==> src/rtl/param_updown_counter.sv <==
// Parametrised up/down counter with variable step, synchronous load, and
// wrap / saturate / one-shot boundary handling. tc, ovf_sticky and done are
// registered. at_max and at_min decode counter_out combinationally.
module param_updown_counter #(
    parameter int WIDTH     = 8,
    parameter int MAX_COUNT = 2**WIDTH - 1,
    parameter int STEP_W    = 4,
    parameter int RESET_VAL = 0
) (
    input  logic              clk,
    input  logic              rst,
    input  logic              enable,
    input  logic              direction,
    input  logic [STEP_W-1:0] step,
    input  logic [1:0]        mode,
    input  logic              load,
    input  logic [WIDTH-1:0]  load_val,
    input  logic              clr_flags,
    output logic [WIDTH-1:0]  counter_out,
    output logic              tc,
    output logic              ovf_sticky,
    output logic              done,
    output logic              at_max,
    output logic              at_min
);

    typedef enum logic [1:0] {
        MODE_WRAP     = 2'b00,
        MODE_SAT      = 2'b01,
        MODE_ONESHOT  = 2'b10,
        MODE_SAT_ALT  = 2'b11
    } mode_e;

    // Illegal parameter combinations stop elaboration.
    if (MAX_COUNT < 1 || MAX_COUNT > 2**WIDTH - 1) begin : g_bad_max
        $error("param_updown_counter: MAX_COUNT out of range");
    end
    if (2**STEP_W - 1 > MAX_COUNT) begin : g_bad_step
        $error("param_updown_counter: STEP_W too wide for MAX_COUNT");
    end
    if (RESET_VAL < 0 || RESET_VAL > MAX_COUNT) begin : g_bad_rst
        $error("param_updown_counter: RESET_VAL out of range");
    end

    localparam logic [WIDTH-1:0] MAX_W   = WIDTH'(MAX_COUNT);
    localparam logic [WIDTH-1:0] RST_W   = WIDTH'(RESET_VAL);
    localparam logic [WIDTH:0]   MAX_EXT = (WIDTH+1)'(MAX_COUNT);
    localparam logic [WIDTH:0]   MOD_EXT = (WIDTH+1)'(MAX_COUNT + 1);

    logic [WIDTH-1:0] cnt_q, cnt_d;
    logic             tc_q, tc_d;
    logic             ovf_q, ovf_d;
    logic             done_q, done_d;

    mode_e            mode_s;
    logic             oneshot;
    logic             wrap_mode;
    logic [WIDTH:0]   cnt_ext;
    logic [WIDTH:0]   step_ext;
    logic [WIDTH:0]   sum;
    logic [WIDTH-1:0] sum_wrap;
    logic [WIDTH-1:0] diff;
    logic [WIDTH-1:0] diff_wrap;
    logic             under;
    logic [WIDTH-1:0] load_clamped;
    logic             ovf_set;

    // Decode mode and compute WIDTH+1-bit raw results for both directions.
    always_comb begin
        mode_s       = mode_e'(mode);
        oneshot      = (mode_s == MODE_ONESHOT);
        wrap_mode    = (mode_s == MODE_WRAP);
        cnt_ext      = {1'b0, cnt_q};
        step_ext     = (WIDTH+1)'(step);
        sum          = cnt_ext + step_ext;
        sum_wrap     = WIDTH'(sum - MOD_EXT);
        under        = (cnt_ext < step_ext);
        diff         = WIDTH'(cnt_ext - step_ext);
        diff_wrap    = WIDTH'(cnt_ext + MOD_EXT - step_ext);
        load_clamped = (load_val > MAX_W) ? MAX_W : load_val;
    end

    // Next-state selection: load beats enable; rst is applied in the register.
    always_comb begin
        cnt_d   = cnt_q;
        tc_d    = 1'b0;
        done_d  = oneshot ? done_q : 1'b0;
        ovf_set = 1'b0;
        if (load) begin
            cnt_d  = load_clamped;
            done_d = 1'b0;
        end else if (enable && (step != '0) && !(oneshot && done_q)) begin
            if (direction) begin
                if (sum > MAX_EXT) begin
                    ovf_set = 1'b1;
                    tc_d    = 1'b1;
                    cnt_d   = wrap_mode ? sum_wrap : MAX_W;
                end else begin
                    cnt_d = WIDTH'(sum);
                    tc_d  = (sum == MAX_EXT);
                end
                if (oneshot && (cnt_d == MAX_W)) begin
                    done_d = 1'b1;
                end
            end else begin
                if (under) begin
                    ovf_set = 1'b1;
                    tc_d    = 1'b1;
                    cnt_d   = wrap_mode ? diff_wrap : '0;
                end else begin
                    cnt_d = diff;
                    tc_d  = (diff == '0);
                end
                if (oneshot && (cnt_d == '0)) begin
                    done_d = 1'b1;
                end
            end
        end
        // A new over/underflow outranks a simultaneous clear.
        ovf_d = ovf_set | (ovf_q & ~clr_flags);
    end

    // State register with synchronous active-high reset.
    always_ff @(posedge clk) begin
        if (rst) begin
            cnt_q  <= RST_W;
            tc_q   <= 1'b0;
            ovf_q  <= 1'b0;
            done_q <= 1'b0;
        end else begin
            cnt_q  <= cnt_d;
            tc_q   <= tc_d;
            ovf_q  <= ovf_d;
            done_q <= done_d;
        end
    end

    // Outputs: registered state plus combinational bound decodes.
    always_comb begin
        counter_out = cnt_q;
        tc          = tc_q;
        ovf_sticky  = ovf_q;
        done        = done_q;
        at_max      = (cnt_q == MAX_W);
        at_min      = (cnt_q == '0);
    end

endmodule

==> config.mk <==
export PLATFORM = sky130hd
export DESIGN_NAME = param_updown_counter
export DESIGN_NICKNAME = d
export VERILOG_FILES = /design/src/rtl/param_updown_counter.sv
export SDC_FILE = /design/constraint.sdc
export NUM_CORES = 1
export LEC_CHECK = 0
export ABC_AREA = 1
export CORE_ASPECT_RATIO = 0.9
export CORE_MARGIN = 3
export CORE_UTILIZATION = 55
export DETAILED_ROUTE_END_ITERATION = 8
export PLACE_DENSITY = 0.86
export SYNTH_ARGS = -nofsm -noshare
export SYNTH_HDL_FRONTEND = slang
export SYNTH_SLANG_ARGS = --single-unit
==> constraint.sdc <==
create_clock -name clk -period 3.9 [get_ports clk]
set_clock_uncertainty 0.15 [all_clocks]
set_input_delay 0.585 -clock clk [delete_from_list [all_inputs] [get_ports clk]]
set_output_delay 0.585 -clock clk [all_outputs]
set_load 0.02 [all_outputs]
Word level (Yosys, flattened, before mapping) --
Cells that the tools add are included.
Cells by class: add/sub/neg operators 5, magnitude comparators 3, equality and inequality tests 4, muxes and demuxes 27, bitwise gates (word level) 4, reduce and logical (&&, ||, !) cells 14
Operators by type and width (count):
- 8-bit 2-to-1 mux | 14
- 8-bit zero test | 3
- 8-bit equality test (second input constant) | 2
- 8-bit by 4-bit subtractor with 8-bit output | 2
- 1-bit 2-to-1 mux | 13
- 8-bit by 4-bit adder with 9-bit output | 1
- 9-bit by 8-bit equality test with 1-bit output (second input constant) | 1
- 9-bit by 8-bit greater-than comparator with 1-bit output (second input constant) | 1
- 8-bit by 1-bit adder with 8-bit output (second input constant) | 1
- 8-bit greater-than comparator (second input constant) | 1
- 8-bit by 4-bit < comparator with 1-bit output | 1
- 8-bit by 1-bit subtractor with 8-bit output (second input constant) | 1
- 1-bit logical AND | 5
- 4-bit nonzero test | 1
- 3-bit OR reduction | 1
- 2-bit equality test (second input constant) | 1
- 2-bit zero test | 1
- 1-bit inverter | 2
- 2-bit nonzero test | 1
- 2-bit OR reduction | 1
- 1-bit AND | 1
- 1-bit zero test | 1
- 1-bit OR | 1
Word-level totals: register bits after elaboration 11, input bits 20, output and inout bits 13

Depth between registers and ports, before layout --
depth in word-level cells 12, gate-level depth with buffers 17, mapped depth without buffers 16

Worst setup path before layout --
No wires, ideal clock.
kind in2reg, from in step[0], to reg done_q (netlist: done), setup time 66 ps, arrival 2033 ps, setup slack 1651 ps, stages 15, path buffers 0, path through ha_1 -> fa_1 -> inv_1 -> nand2_1 -> nand2_1 -> nand2_1 -> nand2_1 -> nand2_1 -> nand2_1 -> nand2_1 -> nor3_2 -> nand2_1 -> nand2_1 -> nand2_1 -> a21oi_2
On the way: cells in the longest elaborated chain, start to end 12, elaborated cells on any way between the ends 27, those cells by class add/sub (4); order compare (2); eq/ne (1); mux (14); reduce/logical (6)
RTL lines:
- from (decl) | line 14 | input logic [STEP_W-1:0] step,
- 8-bit by 4-bit adder with 9-bit output | line 75 | sum = cnt_ext + step_ext;
- 8-bit by 1-bit subtractor with 8-bit output | line 76 | sum_wrap = WIDTH'(sum - MOD_EXT);
- 8-bit 2-to-1 mux | line 97 | cnt_d = wrap_mode ? sum_wrap : MAX_W;
- 8-bit 2-to-1 mux | line 94 | if (sum > MAX_EXT) begin
- 8-bit 2-to-1 mux | line 93 | if (direction) begin
- 8-bit 2-to-1 mux | line 92 | end else if (enable && (step != '0) && !(oneshot && done_q)) begin
- 8-bit 2-to-1 mux | line 89 | if (load) begin
- 8-bit equality test | line 102 | if (oneshot && (cnt_d == MAX_W)) begin
- 1-bit logical AND | line 102
- 1-bit 2-to-1 mux | line 102
- 1-bit 2-to-1 mux | line 93
- 1-bit 2-to-1 mux * | line 92
- to (signal assigned) | line 134 | done_q <= done_d;
- to (decl) | line 53 | logic done_q, done_d;
Mark *: on every way between the ends. The rest lies on a longest branch, timed or not. The select of a mux whose other input is x is not followed. A chain may end at the register's enable or synchronous reset.

Worst setup path after layout --
from reg cnt_q[5] (netlist: counter_out[5]), to out at_max
On the way: cells in the longest elaborated chain, start to end 1
RTL lines:
- from (decl) | line 50 | logic [WIDTH-1:0] cnt_q, cnt_d;
- from (signal assigned) | line 131 | cnt_q <= cnt_d;
- 8-bit equality test | line 144 | at_max = (cnt_q == MAX_W);
- to (decl) | line 23 | output logic at_max,
Every way passes these cells.

==> results.sh <==
export IMPL_nNetsFinal=319
export IMPL_fin_crit_sh_pct=71.0
export IMPL_yosysTopAreaCell="nand2_1"
export IMPL_timing_fmax_mhz=361
export IMPL_drive_gt1_share_pct=8.68
export IMPL_hold_buffers=0
export IMPL_yosysSeqAreaShare_pct=14.7
export IMPL_clkLatencyLatePin_ns=0.27
export IMPL_hpwl_um=3440
export IMPL_grtUsageTotal_pct=26.8
export IMPL_clkSinkCount=11
export IMPL_slew_violations=0
export IMPL_vias=1762
export IMPL_cts_inserted_buffers=3
export IMPL_seq_area_um2=220
export IMPL_fill_cells=247
export IMPL_crit_type="flip-flop to output port"
export IMPL_setup_viol=0
export IMPL_grt_pass1_wl_um=7090
export IMPL_dieWidth_um=61.0
export IMPL_critPathLaunchType="flip-flop"
export IMPL_io_pins=33
export IMPL_htreeDepth=1
export IMPL_switching_power_uw=227
export IMPL_grt_ovfl_total=0
export IMPL_tns_ns=0
export IMPL_synth_top_area_share_pct=22.1
export IMPL_yosys_warnings=0
export IMPL_drtAntennaViolNets=0
export IMPL_switching_share_pct=46.0
export IMPL_cts_tree="done"
export IMPL_wl_per_cell_um=13.3
export IMPL_multi_input_area_um2=1080
export IMPL_synth_edff_count=0
export IMPL_hold_viol=0
export IMPL_grt_max_degree=11
export IMPL_hp_class="flip-flop to flip-flop"
export IMPL_start_util_pct=59.2
export IMPL_crit_arrival_ns=2.03
export IMPL_wl_um=4200
export IMPL_antenna_found_initial=0
export IMPL_core_area_um2=2530
export IMPL_worst_setup_path_end_kind="output port"
export IMPL_power_per_cell_area_nw_per_um2=269
export IMPL_die_area_um2=3390
export IMPL_stdcell_area_um2=1840
export IMPL_crit_required_ns=3.16
export IMPL_ctsResizeCount=0
export IMPL_area_growth_pct=22.6
export IMPL_tightest_slew_ns=0.404
export IMPL_min_period_ns=2.77
export IMPL_postSynth_asyncResetShare_pct=0
export IMPL_path_clk_slew_ns=0.07
export IMPL_grt_setup_unrepaired="no"
export IMPL_p_seq_share_pct=28.0
export IMPL_syn_area_per_cell_um2=5.85
export IMPL_outcome="finished clean"
export IMPL_cp_max_fo=10
export IMPL_maxCapViolCount=0
export IMPL_synth_most_common_cell="nand2_1"
export IMPL_placed_area_um2=1810
export IMPL_p_leak_nw=0.934
export IMPL_ys_types=35
export IMPL_clockBufferDepth=2
export IMPL_p_comb_share_pct=55.9
export IMPL_synthCells=256
export IMPL_p_int_uw=266
export IMPL_gp_congestion=0.987
export IMPL_cts_root_buf="clkbuf_4"
export IMPL_yosys_register_bits=11
export IMPL_drtPass1Iterations=5
export IMPL_antenna_cells=0
export IMPL_io_buffers=32
export IMPL_relSlewSlack_pct=73.1
export IMPL_die_h_um=55.5
export IMPL_irDropWorstVdd_v=0.000217
export IMPL_synth_common_cells="nand2_1 (88), nand3_1 (31), inv_1 (30)"
export IMPL_syn_area_um2=1500
export IMPL_grt_pass1_vias=1547
export IMPL_dr_first_iter_drc_count=170
export IMPL_clkPwrFrac_pct=16.0
export IMPL_post_cts_buffers=0
export IMPL_syn_num_nets=286
export IMPL_num_rows=17
export IMPL_viasPerCell=5.58
export IMPL_synth_ff_type="dfxtp_1"
export IMPL_drc_errors=0
export IMPL_synthTopCellsByArea="nand2_1 (22%), dfxtp_1 (15%), nand3_1 (10%)"
[cells by family after synthesis]
group,synth area share [%]
fa+ha+maj,9.36
buf+inv,13.3
compound gates,12.0
xor+xnor,0.585
flops,14.7
simple gates,50.0
[cell type report]
| class | count | share of cell area, % |
|---|---|---|
| Clock buffer | 4 | 1.43 |
| Inverter | 38 | 8.11 |
| Multi-Input combinational cell | 202 | 58.7 |
| Sequential cell | 11 | 12.0 |
| Tap cell | 28 | 1.91 |
| Timing Repair Buffer | 33 | 17.8 |
[final timing paths]
kind / slack [ns] / cells past startpoint / endpoint / startpoint
max: 1.13 / 5 / at_max / counter_out[5]$_SDFFE_PP0P_
min: 0.33 / 2 / ovf_sticky$_SDFF_PP0_ / ovf_sticky$_SDFF_PP0_
max reg2reg: 1.45 / 16 / done$_SDFF_PP0_ / counter_out[0]$_SDFFE_PP0P_
min reg2reg: 0.33 / 2 / ovf_sticky$_SDFF_PP0_ / ovf_sticky$_SDFF_PP0_
[flip-flops by register name, indices dropped and copies added, names as in the netlist]
register and cells:
ovf_sticky 1, counter_out 8, done 1, tc 1
[routing by layer]
layer / vias to the layer above / track usage (%) / routed length, um
met5: - / 0 / 0
met3: 0 / 5.84 / 343
met1: 789 / 41.8 / 2030
met4: 0 / 2.79 / 0
met2: 79 / 38.6 / 1830
li1: 894 / - / -
[power by group through the flow]
stage	clock network, mW	registers, mW	logic (mW)
after floorplan	0	0.144	0.189
after detailed placement	0	0.141	0.271
after CTS	0.0789	0.138	0.273
final	0.0791	0.138	0.276
after global routing	0.0891	0.140	0.308
after global placement	0	0.140	0.271
[metrics by stage]
step	std cells	setup WS (ns)	hold WS [ns]	utilization (%)	power [mW]
after floorplan	256	1.65	0.398	-	0.333
after global placement	312	0.943	0.319	71.5	0.412
after detailed placement	312	0.922	0.325	71.5	0.412
after CTS	316	1.13	0.335	72.6	0.490
after global routing	316	1.01	0.362	72.6	0.537
final	316	1.13	0.333	72.6	0.493
[placed cells by master, fill, tap and decap left out, types with 3 or more instances in the layout]
cell	Yosys	final
inv_1	30	30
inv_2	5	5
o21ai_1	4	4
nor2_1	24	24
clkdlybuf4s50_1	0	32
dfxtp_1	11	11
nand3_1	31	31
nand2_1	88	88
clkbuf_4	0	3
nand4_1	4	4
a21oi_1	10	10
o21ai_0	6	6
ha_1	8	8
nand2_4	3	3
[critical path, cell delays in order (launching register included)]
cell and delay, ns:
dfxtp_1 0.56, nand2_2 0.13, nor3_4 0.26, nand3_1 0.11, nor2_1 0.10, clkdlybuf4s50_1 0.61
Power figures use the tool's default switching activity.
